## src/rtl/serial_adder.sv

```systemverilog
// Bit-serial adder, LSB first: one full-adder cell plus a carry flip-flop
// produce a WIDTH-bit sum and carry-out in WIDTH cycles after an accepted start.
module serial_adder #(
  parameter int WIDTH = 5
) (
  input  logic             clk,
  input  logic             reset,
  input  logic             start,
  input  logic [WIDTH-1:0] x,
  input  logic [WIDTH-1:0] y,
  input  logic             carry_in,
  output logic             busy,
  output logic             done,
  output logic [WIDTH-1:0] sum,
  output logic             carry_out
);

  localparam int CNT_W = (WIDTH > 1) ? $clog2(WIDTH) : 1;
  localparam logic [CNT_W-1:0] LAST = CNT_W'(WIDTH - 1);

  typedef enum logic [1:0] {
    IDLE  = 2'd0,
    SHIFT = 2'd1,
    DONE  = 2'd2
  } state_t;

  state_t state, next_state;

  logic [WIDTH-1:0] a, b, partial;
  logic             c;
  logic [CNT_W-1:0] cnt;

  logic bit_sum, bit_carry, accept, last_bit;

  // The single full-adder cell, fed by the LSBs of the shift registers.
  assign bit_sum   = a[0] ^ b[0] ^ c;
  assign bit_carry = (a[0] & b[0]) | (c & (a[0] ^ b[0]));

  // A request is honoured only when no addition is running; DONE accepts
  // back-to-back so throughput is one operation per WIDTH+1 cycles.
  assign accept   = start && (state != SHIFT);
  assign last_bit = (state == SHIFT) && (cnt == LAST);

  always_ff @(posedge clk) begin
    // NOTE: sequential state uses non-blocking assignments so every flop
    // samples pre-edge values regardless of statement order.
    if (reset) state <= IDLE;
    else       state <= next_state;
  end

  always_comb begin
    // NOTE: defaults first so no path through the case leaves next_state
    // unassigned, which would infer a latch.
    next_state = state;
    case (state)
      IDLE:    if (accept) next_state = SHIFT;
      SHIFT:   if (last_bit) next_state = DONE;
      DONE:    next_state = accept ? SHIFT : IDLE;
      default: next_state = IDLE;
    endcase
  end

  always_ff @(posedge clk) begin
    if (reset) begin
      a         <= '0;
      b         <= '0;
      c         <= 1'b0;
      cnt       <= '0;
      partial   <= '0;
      sum       <= '0;
      carry_out <= 1'b0;
    end else if (accept) begin
      a       <= x;
      b       <= y;
      c       <= carry_in;
      cnt     <= '0;
      partial <= '0;
    end else if (state == SHIFT) begin
      a       <= a >> 1;
      b       <= b >> 1;
      c       <= bit_carry;
      cnt     <= cnt + CNT_W'(1);
      partial <= {bit_sum, partial[WIDTH-1:1]};
      // Result registers move only here, so they hold through the next SHIFT.
      if (last_bit) begin
        sum       <= {bit_sum, partial[WIDTH-1:1]};
        carry_out <= bit_carry;
      end
    end
  end

  assign busy = (state == SHIFT);
  assign done = (state == DONE);

endmodule

```

## config.mk

```make
export PLATFORM = sky130hd
export DESIGN_NAME = serial_adder
export DESIGN_NICKNAME = d
export VERILOG_FILES = /design/src/rtl/serial_adder.sv
export SDC_FILE = /design/constraint.sdc
export NUM_CORES = 1
export LEC_CHECK = 0
export CORE_ASPECT_RATIO = 1.5
export CORE_MARGIN = 2
export CORE_UTILIZATION = 45
export CTS_CLUSTER_SIZE = 12
export DETAILED_ROUTE_END_ITERATION = 10
export PLACE_DENSITY = 0.78
export SLEW_MARGIN = 20
export SYNTH_ARGS = -nofsm -noshare
export SYNTH_HDL_FRONTEND = slang
export SYNTH_SLANG_ARGS = --single-unit
```

## constraint.sdc

```tcl
create_clock -name clk -period 1.2 [get_ports clk]
set_input_delay 0.24 -clock clk [delete_from_list [all_inputs] [get_ports clk]]
set_output_delay 0.24 -clock clk [all_outputs]
set_load 0.02 [all_outputs]
```

After elaboration in Yosys (flattened, before gate mapping)
Cells that the tools add are included.
{"block": "totals", "register_bits": 27, "latch_bits": 0, "mem_bits_ro": 0, "inputBits": 14, "ramBits": 0, "word_cells": 38, "output_inout_bits": 8, "n_memories": 0}
{"block": "op_classes", "n_reduce_logical": 7, "bitwise": 6, "n_mux": 10, "magnitude_cmp": 0, "n_shift": 0, "n_eq_ne": 6, "mul": 0, "div": 0, "addsub": 1}
{"op": "2-to-1 mux 5 bit", "n": 4}
{"op": "one-hot mux 2 bit (3 select lines)", "n": 1}
{"op": "2-to-1 mux 2 bit", "n": 2}
{"op": "!= test 2 x 1 -> 1 bit, second input constant", "n": 2}
{"op": "adder 3 x 1 -> 3 bit, second input constant", "n": 1}
{"op": "== test 3 bit, second input constant", "n": 1}
{"op": "2-to-1 mux 1 bit", "n": 3}
{"op": "AND reduction 3 bit", "n": 1}
{"op": "AND 1 bit", "n": 2}
{"op": "== test 2 x 1 -> 1 bit, second input constant", "n": 1}
{"op": "== test 2 bit, second input constant", "n": 1}
{"op": "logical AND 1 bit", "n": 2}
{"op": "logical NOT 2 bit", "n": 1}
{"op": "!= test 2 bit, second input constant", "n": 1}
{"op": "AND reduction 2 bit", "n": 1}
{"op": "nonzero test 2 bit", "n": 1}
{"op": "OR reduction 2 bit", "n": 1}
{"op": "bitwise XOR 1 bit", "n": 2}
{"op": "inverter 1 bit", "n": 1}
{"op": "bitwise OR 1 bit", "n": 1}

Logic depth before layout (Yosys ltp)
{"block": "depth", "word_depth": 5, "ltp_mapped": 6, "mapped_depth_nobuf": 5}

Worst setup path before layout
Ideal clock, no wire load.
{"block": "synth_path", "path_kind": "register -> register", "from": "register cnt[0]", "to": "register carry_out", "path_slack_ns": 0.046, "n_path_buf": 0, "setup_ns": 0.128, "t_required_ns": 1.072, "period_less_slack_ns": 1.154, "t_arrival_ns": 1.026, "stages_incl_launch_ff": 6, "cell_sequence": "dfxtp_1 inv_1 ha_1 nand4b_2 mux2i_1 nor2_1"}
{"block": "synth_between", "elab_chain_len": 3}
{"element": "start, declared", "line": "31", "text": "logic [CNT_W-1:0] cnt;"}
{"element": "start signal, assigned", "line": "82", "text": "cnt <= cnt + CNT_W'(1);"}
{"element": "== test 3 bit", "line": "42", "text": "assign last_bit = (state == SHIFT) && (cnt == LAST);"}
{"element": "logical AND 1 bit", "line": "42"}
{"element": "AND reduction 3 bit (no line)"}
{"element": "end signal, assigned", "line": "87", "text": "carry_out <= bit_carry;"}
{"element": "end, declared", "line": "15", "text": "output logic carry_out"}
No other way between the ends.
A chain may end at the register's enable or synchronous reset.

Worst setup path after layout
{"block": "layout_path", "from": "register state[0]", "to": "output done"}
{"block": "layout_between", "elab_chain_len": 1}
{"element": "start, declared", "line": "27", "text": "state_t state, next_state;"}
{"element": "start signal, assigned", "line": "48", "text": "else state <= next_state;"}
{"element": "== test 2 bit", "line": "93", "text": "assign done = (state == DONE);"}
{"element": "end, declared", "line": "13", "text": "output logic done,"}
No other way between the ends.

==> impl_metrics.toml <==
[yosys]
synth_fa_ha_area_frac = 0.0404
synthMuxAreaShare = 0.175
yosysWarnings = 0
synth_top_family_by_area = "multiplexers"
synthSimpleGateAreaFrac = 0.150
synth_cells = 112
synth_seq_cells = 26
yosysUniqueCellTypes = 21
synth-seq-area-share = 0.467
syn-num-nets = 129
netlist_area_um2 = 1110
syn_avg_cell_area_um2 = 9.95
synth_compound_area_frac = 0.108
synth_xor_xnor_area_share = 0

[floorplanning]
die-area_um2 = 2900
ios = 22
core_area_um2 = 2390
start_util = 0.466
chipHeight_um = 65.0
row_count = 22
die_w_um = 44.6

[critical_path]
required_ns = 0.96
cp.arrival_ns = 1.03
crit_path_start_kind = "flop"
crit_path_end_kind = "primary output"
cp_max_fo = 3
startpoint = "state[0]"
crit_type = "flop to primary output"
r2r-start = "state[1]"

[clock_network]
insertion_delay_ns = 0.32
cts.sinks = 26
clk_pin_slew_ns = 0.14
cts_tree = "yes"
cts-buffers-inserted = 3
htreeDepth = 1
cts-root-buf = "clkbuf_4"
cts.path.max_buffers = 2

[finish]
final_layout_size_suffix_gt1_frac = 0.284
area_delta_synth_final_pct = 35.6
final_cells = 165
multi_input_area_um2 = 557
antennaDiodeCount = 0
nets = 159
fillers = 199
fin_area_um2 = 1510
regArea_um2 = 529

[placed_design]
post_dp_cell_area_um2 = 1390
post-dp-hpwl_um = 1480
place_inst = 157
place_congestion = 0.709
io_buffer_count = 21

[drt]
drt-total-wl_um = 2230
num_vias = 897
ant_nets = 0
drc = 0
wl_per_cell_um = 13.5
drtIter0Drc = 19
first_pass_iters = 4
drt-vias-per-instance = 5.44

[sta]
slew_violations = 0
fin_crit_ns = 1.27
timing.max_slew.rel_slack = 0.876
rsz0062_at_grt = "yes"
fmax_mhz = 786
final-setup-viol-count = 2
final.setup.tns_ns = -0.114
holdWs_ns = 0.489
post-route-period-util = 1.06
setup_ws_ns = -0.0727
hold_violations = 0
tightest_slew_ns = 0.181
finalClockSkew_ns = 0.00386

[flow_run]
maxCapViolCount = 0

[worst_hold_path]
min_path_type = "flop to flop"
hp-start = "partial[4]"

[pwr]
power_density_nw_per_um2 = 1200
vdd_drop_max_mv = 0.843
leakage_nw = 0.683
p_total_w = 0.00181

[global_route]
grt_overflow = 0
grt_use_total = 0.171
grt_antenna_before_repair = 0
grt_pass1_wl_um = 3620
grt_max_degree = 27
grt_pass1_vias = 835

[outcome]
status = "finished with violations"
violations = "setup timing"
-- layout by cell type, fill, tap and decap left out, drive strengths merged --
master	n
a211oi	10
a21oi	8
and2b	1
buf	21
bufinv	1
clkbuf	3
clkdlybuf4s50	13
dfxtp	26
fa	1
ha	2
inv	3
mux2	1
mux2i	18
nand2	6
nand2b	1
nand3b	4
nand4b	1
nor2	17
nor3	2
or3	2
-- worst max-delay path, cell delays in order, from the launching register on --
cell	delay (ns)
dfxtp_2	0.38
and2b_1	0.20
buf_6	0.13
-- where the power goes --
group	internal [W]	switching [W]
Sequential	0.000906	0.0000254
Clock	0.000338	0.000262
Combinational	0.000156	0.000122
-- synth_stat cells --
| library cell | number | share of area |
|---|---|---|
| dfxtp_1 | 26 | 0.47 |
| mux2i_1 | 18 | 0.16 |
| nor2_1 | 17 | 0.057 |
| a211oi_1 | 9 | 0.061 |
| a21oi_1 | 8 | 0.036 |
| nand2_1 | 6 | 0.020 |
| nand3b_1 | 4 | 0.027 |
| buf_4 | 3 | 0.020 |
| clkbuf_1 | 3 | 0.010 |
| inv_1 | 3 | 0.010 |
| buf_2 | 2 | 0.0090 |
| ha_1 | 2 | 0.022 |
| nor3_1 | 2 | 0.0090 |
| or3_1 | 2 | 0.011 |
| a211oi_2 | 1 | 0.011 |
| and2b_1 | 1 | 0.0067 |
| buf_6 | 1 | 0.010 |
| fa_1 | 1 | 0.018 |
| mux2_4 | 1 | 0.013 |
| nand2b_1 | 1 | 0.0056 |
| nand4b_2 | 1 | 0.013 |
-- metal layers --
metal	track usage	vias to the layer above	share of wire
met5	0	-	0
met4	0.133	0	0.042
met3	0.0251	8	0.026
met2	0.286	22	0.51
met1	0.183	421	0.42
li1	-	446	-
-- sequential cells by signal, indices dropped and copies added (netlist names) --
register and count:
a 5, b 5, c 1, carry_out 1, cnt 3, partial 4
state 2, sum 5
-- logic make-up (layout without fill, tap and decap cells) --
kind of cell / Yosys count / in the layout
simple gates: 34 / 34
compound gates: 18 / 18
mux: 19 / 19
flops: 26 / 26
fa+ha+maj: 3 / 3
buf+inv: 12 / 41
-- through the flow --
stage / setup slack (ns) / utilization
6_report: -0.0727 / 0.631
5_1_grt: -0.120 / 0.631
4_1_cts: -0.0841 / 0.629
3_5_place_dp: -0.209 / 0.582
3_3_place_gp: -0.190 / 0.582
2_1_floorplan: 0.0463 / -
-- cell type report --
| cell class | count | share of cell area |
|---|---|---|
| Sequential cell | 26 | 0.350 |
| Timing Repair Buffer | 34 | 0.218 |
| Clock inverter | 1 | 0.0199 |
| Clock buffer | 3 | 0.0149 |
| Multi-Input combinational cell | 74 | 0.368 |
| Inverter | 3 | 0.00911 |
| Tap cell | 24 | 0.0199 |
-- final timing paths --
check,end,slack [ns],cells after the start
max,done,-0.07,2
min,partial[3],0.49,2
max reg2reg,cnt[1],0.03,5
min reg2reg,partial[3],0.49,2
-- timing repair --
item | in CTS | in global routing
cloned | 1 | 0
setup buffers | 2 | 3
setup endpoints to repair | 18 | 19
resized for setup | 41 | 14
hold buffers | 0 | 0
pin swaps | 1 | 3
Power figures use the tool's default switching activity.
